**src/rtl/pwm_dual_gen.sv**
```systemverilog
// Dual-channel PWM generator with period-boundary shadowed duty and request saturation.
// Optional per-period duty slew limiting is enabled by defining PWM_SLEW_LIMIT_EN.
module pwm_dual_gen #(
  parameter int unsigned MAX_COUNT = 512,
  parameter int unsigned PRESCALE  = 1,
  parameter int unsigned SLEW_STEP = 8
) (
  input  logic        clk,
  input  logic        rst,
  input  logic [15:0] pitch_pwm,
  input  logic [15:0] yaw_pwm,
  output logic        pitch_pwm_out,
  output logic        yaw_pwm_out,
  output logic        period_start,
  output logic        pitch_sat,
  output logic        yaw_sat
);

  localparam int unsigned    PreW    = (PRESCALE > 1) ? $clog2(PRESCALE) : 1;
  localparam logic [PreW-1:0] PreLast = PreW'(PRESCALE - 1);
  localparam logic [15:0]    MaxCnt  = 16'(MAX_COUNT);
  localparam logic [15:0]    CntLast = 16'(MAX_COUNT - 1);
  localparam logic [15:0]    DutyRst = 16'(MAX_COUNT >> 1);
  localparam logic [16:0]    Step    = 17'(SLEW_STEP);

  logic [PreW-1:0] pre_cnt_q, pre_cnt_d;
  logic [15:0]     cnt_q, cnt_d;
  logic [15:0]     pitch_duty_q, pitch_duty_d;
  logic [15:0]     yaw_duty_q, yaw_duty_d;
  logic            pitch_sat_q, pitch_sat_d;
  logic            yaw_sat_q, yaw_sat_d;
  logic            pitch_out_q, yaw_out_q;
  logic            period_start_q;
  logic            tick, period_end;
  logic [15:0]     pitch_req_c, yaw_req_c;

  // Move cur toward req by at most Step; differences are taken in 17 bits so they cannot wrap.
  function automatic logic [15:0] slew(input logic [15:0] cur, input logic [15:0] req);
    logic [16:0] diff;
    logic [16:0] res;
    res = {1'b0, req};
    if (req > cur) begin
      diff = {1'b0, req} - {1'b0, cur};
      if (diff > Step) res = {1'b0, cur} + Step;
    end else if (req < cur) begin
      diff = {1'b0, cur} - {1'b0, req};
      if (diff > Step) res = {1'b0, cur} - Step;
    end
    return res[15:0];
  endfunction

  assign tick        = (pre_cnt_q == PreLast);
  assign period_end  = tick && (cnt_q == CntLast);
  assign pitch_req_c = (pitch_pwm > MaxCnt) ? MaxCnt : pitch_pwm;
  assign yaw_req_c   = (yaw_pwm > MaxCnt) ? MaxCnt : yaw_pwm;

  always_comb begin
    pre_cnt_d    = tick ? '0 : pre_cnt_q + 1'b1;
    cnt_d        = cnt_q;
    pitch_duty_d = pitch_duty_q;
    yaw_duty_d   = yaw_duty_q;
    pitch_sat_d  = pitch_sat_q;
    yaw_sat_d    = yaw_sat_q;
    if (tick) begin
      cnt_d = (cnt_q == CntLast) ? '0 : cnt_q + 16'd1;
    end
    if (period_end) begin
`ifdef PWM_SLEW_LIMIT_EN
      pitch_duty_d = slew(pitch_duty_q, pitch_req_c);
      yaw_duty_d   = slew(yaw_duty_q, yaw_req_c);
`else
      pitch_duty_d = pitch_req_c;
      yaw_duty_d   = yaw_req_c;
`endif
      pitch_sat_d  = (pitch_pwm > MaxCnt);
      yaw_sat_d    = (yaw_pwm > MaxCnt);
    end
  end

  always_ff @(posedge clk) begin
    if (rst) begin
      pre_cnt_q      <= '0;
      cnt_q          <= '0;
      pitch_duty_q   <= DutyRst;
      yaw_duty_q     <= DutyRst;
      pitch_sat_q    <= 1'b0;
      yaw_sat_q      <= 1'b0;
      pitch_out_q    <= 1'b0;
      yaw_out_q      <= 1'b0;
      period_start_q <= 1'b0;
    end else begin
      pre_cnt_q      <= pre_cnt_d;
      cnt_q          <= cnt_d;
      pitch_duty_q   <= pitch_duty_d;
      yaw_duty_q     <= yaw_duty_d;
      pitch_sat_q    <= pitch_sat_d;
      yaw_sat_q      <= yaw_sat_d;
      // Compare uses the current count and duty; output lags cnt by one clk.
      pitch_out_q    <= (cnt_q < pitch_duty_q);
      yaw_out_q      <= (cnt_q < yaw_duty_q);
      period_start_q <= period_end;
    end
  end

  assign pitch_pwm_out = pitch_out_q;
  assign yaw_pwm_out   = yaw_out_q;
  assign period_start  = period_start_q;
  assign pitch_sat     = pitch_sat_q;
  assign yaw_sat       = yaw_sat_q;

endmodule

```
**config.mk**
```make
export PLATFORM = sky130hd
export DESIGN_NAME = pwm_dual_gen
export DESIGN_NICKNAME = d
export VERILOG_FILES = /design/src/rtl/pwm_dual_gen.sv
export SDC_FILE = /design/constraint.sdc
export NUM_CORES = 1
export LEC_CHECK = 0
export CORE_MARGIN = 2
export CORE_UTILIZATION = 53
export DETAILED_ROUTE_END_ITERATION = 8
export PLACE_DENSITY = 0.81
export SETUP_SLACK_MARGIN = 0.5
export SLEW_MARGIN = 20
export SYNTH_ARGS = -nofsm -noshare
export SYNTH_HDL_FRONTEND = slang
export SYNTH_SLANG_ARGS = --single-unit
export TNS_END_PERCENT = 100
```
**constraint.sdc**
```tcl
create_clock -name clk -period 6.6 [get_ports clk]
set_clock_uncertainty 0.15 [all_clocks]
set_input_delay 1.32 -clock clk [delete_from_list [all_inputs] [get_ports clk]]
set_output_delay 1.32 -clock clk [all_outputs]
set_load 0.01 [all_outputs]
```
==> flow_metrics.tcl, run 1 <==
set metrics [dict create \
    synthDominantCellAreaShare 0.386 \
    crit_path_end_kind "flop" \
    synth_edf_count 0 \
    ys_warn_count 0 \
    syn_inst 330 \
    post-route-period-util 0.479 \
    antennaDiodeCount 0 \
    grt_use_total 0.212 \
    worst_slack_ps 3440 \
    multi_input_area_um2 1530 \
    p_leak_uw 0.00117 \
    outcome "finished, final reports clean" \
    max-vdd-ir-drop_v 0.0000943 \
    worst-r2r-setup-slack_ps 3570 \
    worst-r2r-cell-count 5 \
    fillers 449 \
    overflow 0 \
    start_kind "input port" \
    fp.dieArea_um2 5880 \
    post_cts_buffers 0 \
    portBuffers 38 \
    rows 26 \
    fin_cells 437 \
    die_w_um 76.7 \
    hold_start "yaw_duty_q[12]" \
    first_global_vias 2283 \
    die_y_um 76.7 \
    drt_iter0_drc 234 \
    synthFlopType "dfxtp_1" \
    min_period_ps 3160 \
    seq_area_um2 1080 \
    grt_setup_unrepaired "false" \
    dp_hpwl_um 4290 \
    area_growth_pct 18.4 \
    vias 2412 \
    fin_total_pwr_uw 556 \
    synthArstFlopShare 0 \
    postCtsHoldBufs 0 \
    clock_latency_ps 310 \
    syn_nets 395 \
    drive_above_1_share 0.0327 \
    synth_largest_area_cell "dfxtp_1" \
    setup_violations 0 \
    finish.net_count 431 \
    fmax_mhz 317 \
    r2r-start "cnt_q[1]" \
    post-place-ws_ps 3150 \
    avgRoutedWirePerCell_um 13.3 \
    clk_pin_slew_ps 90 \
    worst_pin_slew_ps 836 \
    hp-class "reg -> reg" \
    cap_violations 0 \
    place.gp.congestion 0.843 \
    cts_htree_levels 2 \
    first_pass_iters 4 \
    worstSetupPathType "in -> reg" \
    synth_area_um2 2800 \
    ys_ff_latch 54 \
    grt_first_pass_wirelength_um 10300 \
    timing.hold.ws_ps 294 \
    cts_buffers 5 \
    holdPathEnd "yaw_duty_q[12]" \
    routed_wirelength_um 5820 \
    tns_ps 0 \
    cts.repair.resized 0 \
    relSlewSlack 0.438 \
    cts_tree "built" \
    clock_sinks 54 \
    final-max-slew-violation-count 0 \
    placedCellCount 428 \
    cts.path.max_buffers 2 \
    power.density_nw_per_um2 168 \
    grt_start_max_net_pins 34 \
    synth.area.top_cells "dfxtp_1 39%, ha_1 14%, a21oi_1 5.5%, nor2_1 4.6%, inv_1 4.4%" \
    critPathRequiredTime_ps 6690 \
    hold_viol 0 \
    r2r_end "cnt_q[3]" \
    yosysSeqAreaShare 0.386 \
    cts_root_buf "clkbuf_8" \
    cp_data_arrival_time_ps 3250 \
    synth_common_cells "54 x dfxtp_1, 34 x nor2_1, 33 x inv_1" \
    drtAntennaViolNets 0 \
    antenna_found_initial 0 \
    ios 39 \
    synthDistinctLibCells 36 \
    drcViolationCount 0 \
    syn_avg_cell_area_um2 8.49 \
    min_path_cells 2 \
    vias_per_cell 5.52 \
    core-area_um2 5110 \
    synth.most_common_cell "dfxtp_1" \
    start_util 0.548 \
    worstPathMaxFanout 6 \
]
==> placed cells by master (no fill, tap or decap), drive strengths merged, types with 3 or more instances in the layout <==
cell / synthesis / final
ha: 31 / 31
or4: 10 / 10
nor2b: 3 / 3
xnor2: 9 / 9
and4: 4 / 4
nor4: 8 / 8
inv: 33 / 33
nand2: 26 / 26
a21oi: 31 / 31
or3: 4 / 4
clkbuf: 5 / 7
nand2b: 4 / 4
o21ai: 9 / 9
clkdlybuf4s50: 0 / 38
nor3: 7 / 7
and3: 4 / 4
dfxtp: 54 / 54
o41ai: 3 / 3
xor2: 3 / 3
nor2: 34 / 34
nand4: 11 / 11
nand3: 16 / 16
==> power by group <==
group / internal [µW] / total [µW] / switching, µW / leakage [µW]
Clock: 84.8 / 188 / 103 / 0.0000482
Combinational: 23.2 / 37.4 / 14.3 / 0.000689
Sequential: 327 / 330 / 3.05 / 0.000436
==> sequential cells by signal, indices dropped and copies added, names as in the netlist <==
name	flops
cnt_q	16
period_start	1
pitch_duty_q	16
pitch_pwm_out	1
pitch_sat	1
pre_cnt_q	1
yaw_duty_q	16
yaw_pwm_out	1
yaw_sat	1
==> kinds of logic after synthesis <==
group           after synthesis  share of synthesized area
fa+ha+maj                    31                      0.139
simple gates                134                      0.254
buf+inv                      44                     0.0666
mux                           1                    0.00357
other cells                   1                    0.00134
compound gates               53                      0.112
xor+xnor                     12                     0.0375
flops                        54                      0.386
==> worst max-delay path: stages <==
cell             delay [ps]
clkdlybuf4s50_1         400
or4_1                   520
nor4_1                  650
nand3_1                 180
a21oi_1                 170
==> stage by stage <==
step                utilization  cell area [µm²]
detailed placement        0.629             3210
floorplan                     -             2800
finish                    0.649             3320
CTS                       0.647             3300
global route              0.649             3320
global placement          0.629             3210
==> worst max path at each step <==
stage / start / endpoint / slack, ps / cells after the start
CTS: pitch_pwm[3] / pitch_duty_q[4] / 3450 / 5
global route: pitch_pwm[15] / pitch_duty_q[7] / 3240 / 5
floorplan: pitch_pwm[3] / pitch_sat / 3740 / 4
global placement: yaw_pwm[14] / yaw_duty_q[8] / 3180 / 5
detailed placement: pitch_pwm[14] / pitch_duty_q[7] / 3150 / 5
finish: pitch_pwm[14] / pitch_duty_q[7] / 3440 / 5
==> layout make-up <==
type                       instances  area share
tap                               70      0.0264
multi-input combinational        232       0.462
clock buffer                       7      0.0260
inverter                          33      0.0374
clock inverter                     1     0.00151
sequential                        54       0.326
timing repair buffer              40       0.120
==> layer usage <==
layer | track usage | part of all wire | vias to the layer above
li1 | - | - | 1229
met2 | 0.354 | 0.46 | 66
met3 | 0.0388 | 0.049 | 9
met4 | 0.0582 | 0.015 | 0
met5 | 0 | 0 | -
met1 | 0.282 | 0.48 | 1108
Power figures use the tool's default switching activity.
==> run 2: changes to the inputs <==
--- a/config.mk
+++ b/config.mk
@@ -6,9 +6,9 @@
 export NUM_CORES = 1
 export LEC_CHECK = 0
 export CORE_MARGIN = 2
-export CORE_UTILIZATION = 53
+export CORE_UTILIZATION = 49
 export DETAILED_ROUTE_END_ITERATION = 8
-export PLACE_DENSITY = 0.81
+export PLACE_DENSITY = 0.79
 export SETUP_SLACK_MARGIN = 0.5
 export SLEW_MARGIN = 20
 export SYNTH_ARGS = -nofsm -noshare
==> constraint.sdc (replaced) <==
create_clock -name clk -period 2.65 [get_ports clk]
set_clock_uncertainty 0.15 [all_clocks]
set_input_delay 0.53 -clock clk [delete_from_list [all_inputs] [get_ports clk]]
set_output_delay 0.53 -clock clk [all_outputs]
set_load 0.01 [all_outputs]
==> run 2 against run 1 <==
  * Sequential power grew 150%
  * Clock-buffer cell count shrank 2
  * Highest routed layer unchanged
  * Design area grew 17%
==> flow_metrics.tcl, run 2 (synthesized netlist as in run 1, its figures left out) <==
set metrics [dict create \
    tns_ps 0 \
    vias 2632 \
    p_leak_uw 0.00138 \
    worstPathMaxFanout 6 \
    drive_above_1_share 0.242 \
    final-max-slew-violation-count 0 \
    drt_iter0_drc 118 \
    antennaDiodeCount 0 \
    dp_hpwl_um 4690 \
    grt_first_pass_wirelength_um 11400 \
    routed_wirelength_um 7380 \
    worstSetupPathType "reg -> reg" \
    final_common_cell "dfxtp_1" \
    hold_viol 0 \
    core-area_um2 5510 \
    clock_sinks 54 \
    portBuffers 38 \
    place.gp.congestion 0.818 \
    start_util 0.509 \
    fmax_mhz 444 \
    fin_total_pwr_uw 1420 \
    antenna_found_initial 0 \
    max-vdd-ir-drop_v 0.000172 \
    cts.path.max_buffers 2 \
    p_sw_frac 0.236 \
    pwr-share-seq 0.579 \
    first_global_vias 2571 \
    area_growth_pct 38.6 \
    p_int_uw 1080 \
    worst-r2r-setup-slack_ps 400 \
    first_pass_iters 4 \
    hp-class "reg -> reg" \
    cts_htree_levels 2 \
    die_y_um 79.6 \
    cts_root_buf "clkbuf_8" \
    cts_tree "built" \
    fillers 435 \
    p_switching_uw 334 \
    fp.dieArea_um2 6340 \
    grt_use_total 0.226 \
    postCtsHoldBufs 0 \
    outcome "finished, final reports clean" \
    critPathRequiredTime_ps 2700 \
    reg_top3 "cnt_q (16), pitch_duty_q (16), yaw_duty_q (16)" \
    layout_common_cells "50 x dfxtp_1, 38 x clkdlybuf4s50_1, 33 x inv_1, 30 x ha_1" \
    cap_violations 0 \
    cts_buffers 5 \
    min_period_ps 2250 \
    avgRoutedWirePerCell_um 15.7 \
    crit_path_end_kind "flop" \
    rows 27 \
    grt_start_max_net_pins 27 \
    clkPwrFrac 0.321 \
    cp_data_arrival_time_ps 2310 \
    comb_power_share 0.100 \
    vias_per_cell 5.61 \
    finish.net_count 461 \
    drtAntennaViolNets 0 \
    clock_latency_ps 310 \
    power.density_nw_per_um2 365 \
    ios 39 \
    grt_setup_unrepaired "true" \
    die_w_um 79.6 \
    clk_pin_slew_ps 100 \
    start_kind "flop" \
    overflow 0 \
    post-route-period-util 0.850 \
    drcViolationCount 0 \
    setup_violations 0 \
]
[run 2: power by group through the flow]
| stage | logic [µW] | clock network [µW] | registers [µW] |
|---|---|---|---|
| detailed placement | 101 | 0 | 843 |
| global route | 150 | 497 | 821 |
| global placement | 98.8 | 0 | 843 |
| finish | 141 | 455 | 820 |
| CTS | 121 | 463 | 820 |
| floorplan | 31.1 | 0 | 841 |
[run 2: area by class of cell]
| class | count | area, µm² | area share |
|---|---|---|---|
| Sequential cell | 54 | 1090 | 0.281 |
| Clock buffer | 5 | 68.8 | 0.0177 |
| Tap cell | 72 | 90.1 | 0.0232 |
| Clock inverter | 3 | 16.3 | 0.00419 |
| Multi-Input combinational cell | 232 | 1750 | 0.451 |
| Inverter | 33 | 124 | 0.0319 |
| Timing Repair Buffer | 70 | 738 | 0.190 |
[run 2: critical path, cell delays in order, from the launching register on]
cell and delay, ps:
dfxtp_4 370, ha_4 130, or4b_4 500, or4_4 580, nand2b_4 110, buf_12 120, buf_16 140, nor2_4 40
[run 2: stage by stage]
step | setup WS (ps) | hold slack, ps | utilization | std cells | instance area (µm²)
5_1_grt | 366 | 321 | 0.705 | 469 | 3880
2_1_floorplan | 487 | 270 | - | 330 | 2820
6_report | 397 | 300 | 0.705 | 469 | 3880
4_1_cts | 441 | 302 | 0.645 | 458 | 3550
3_3_place_gp | 298 | 279 | 0.602 | 440 | 3310
3_5_place_dp | 224 | 287 | 0.602 | 440 | 3310
[run 2: path summary, 6_finish.rpt]
path	start	end	cells after the start
setup / recovery	cnt_q[1]	cnt_q[12]	7
hold reg to reg	pitch_duty_q[13]	pitch_duty_q[13]	2
setup reg to reg	cnt_q[1]	cnt_q[12]	7
hold / removal	pitch_duty_q[13]	pitch_duty_q[13]	2
[run 2: repair_timing]
action                                  CTS  global route
buffers inserted                          9             6
pin swaps                                 2            27
gates resized for setup                  10            65
gates cloned                              1             5
endpoints found under the setup margin   40            45
hold endpoints to repair                  0             0
[run 2: metal layers]
metal | vias to the layer above | wire length [µm] | part of all wire | track usage
met1 | 1235 | 3080 | 0.42 | 0.272
met5 | - | 0 | 0 | 0
met4 | 0 | 96 | 0.013 | 0.0517
met2 | 91 | 3790 | 0.51 | 0.405
met3 | 13 | 406 | 0.055 | 0.0532
li1 | 1293 | - | - | -
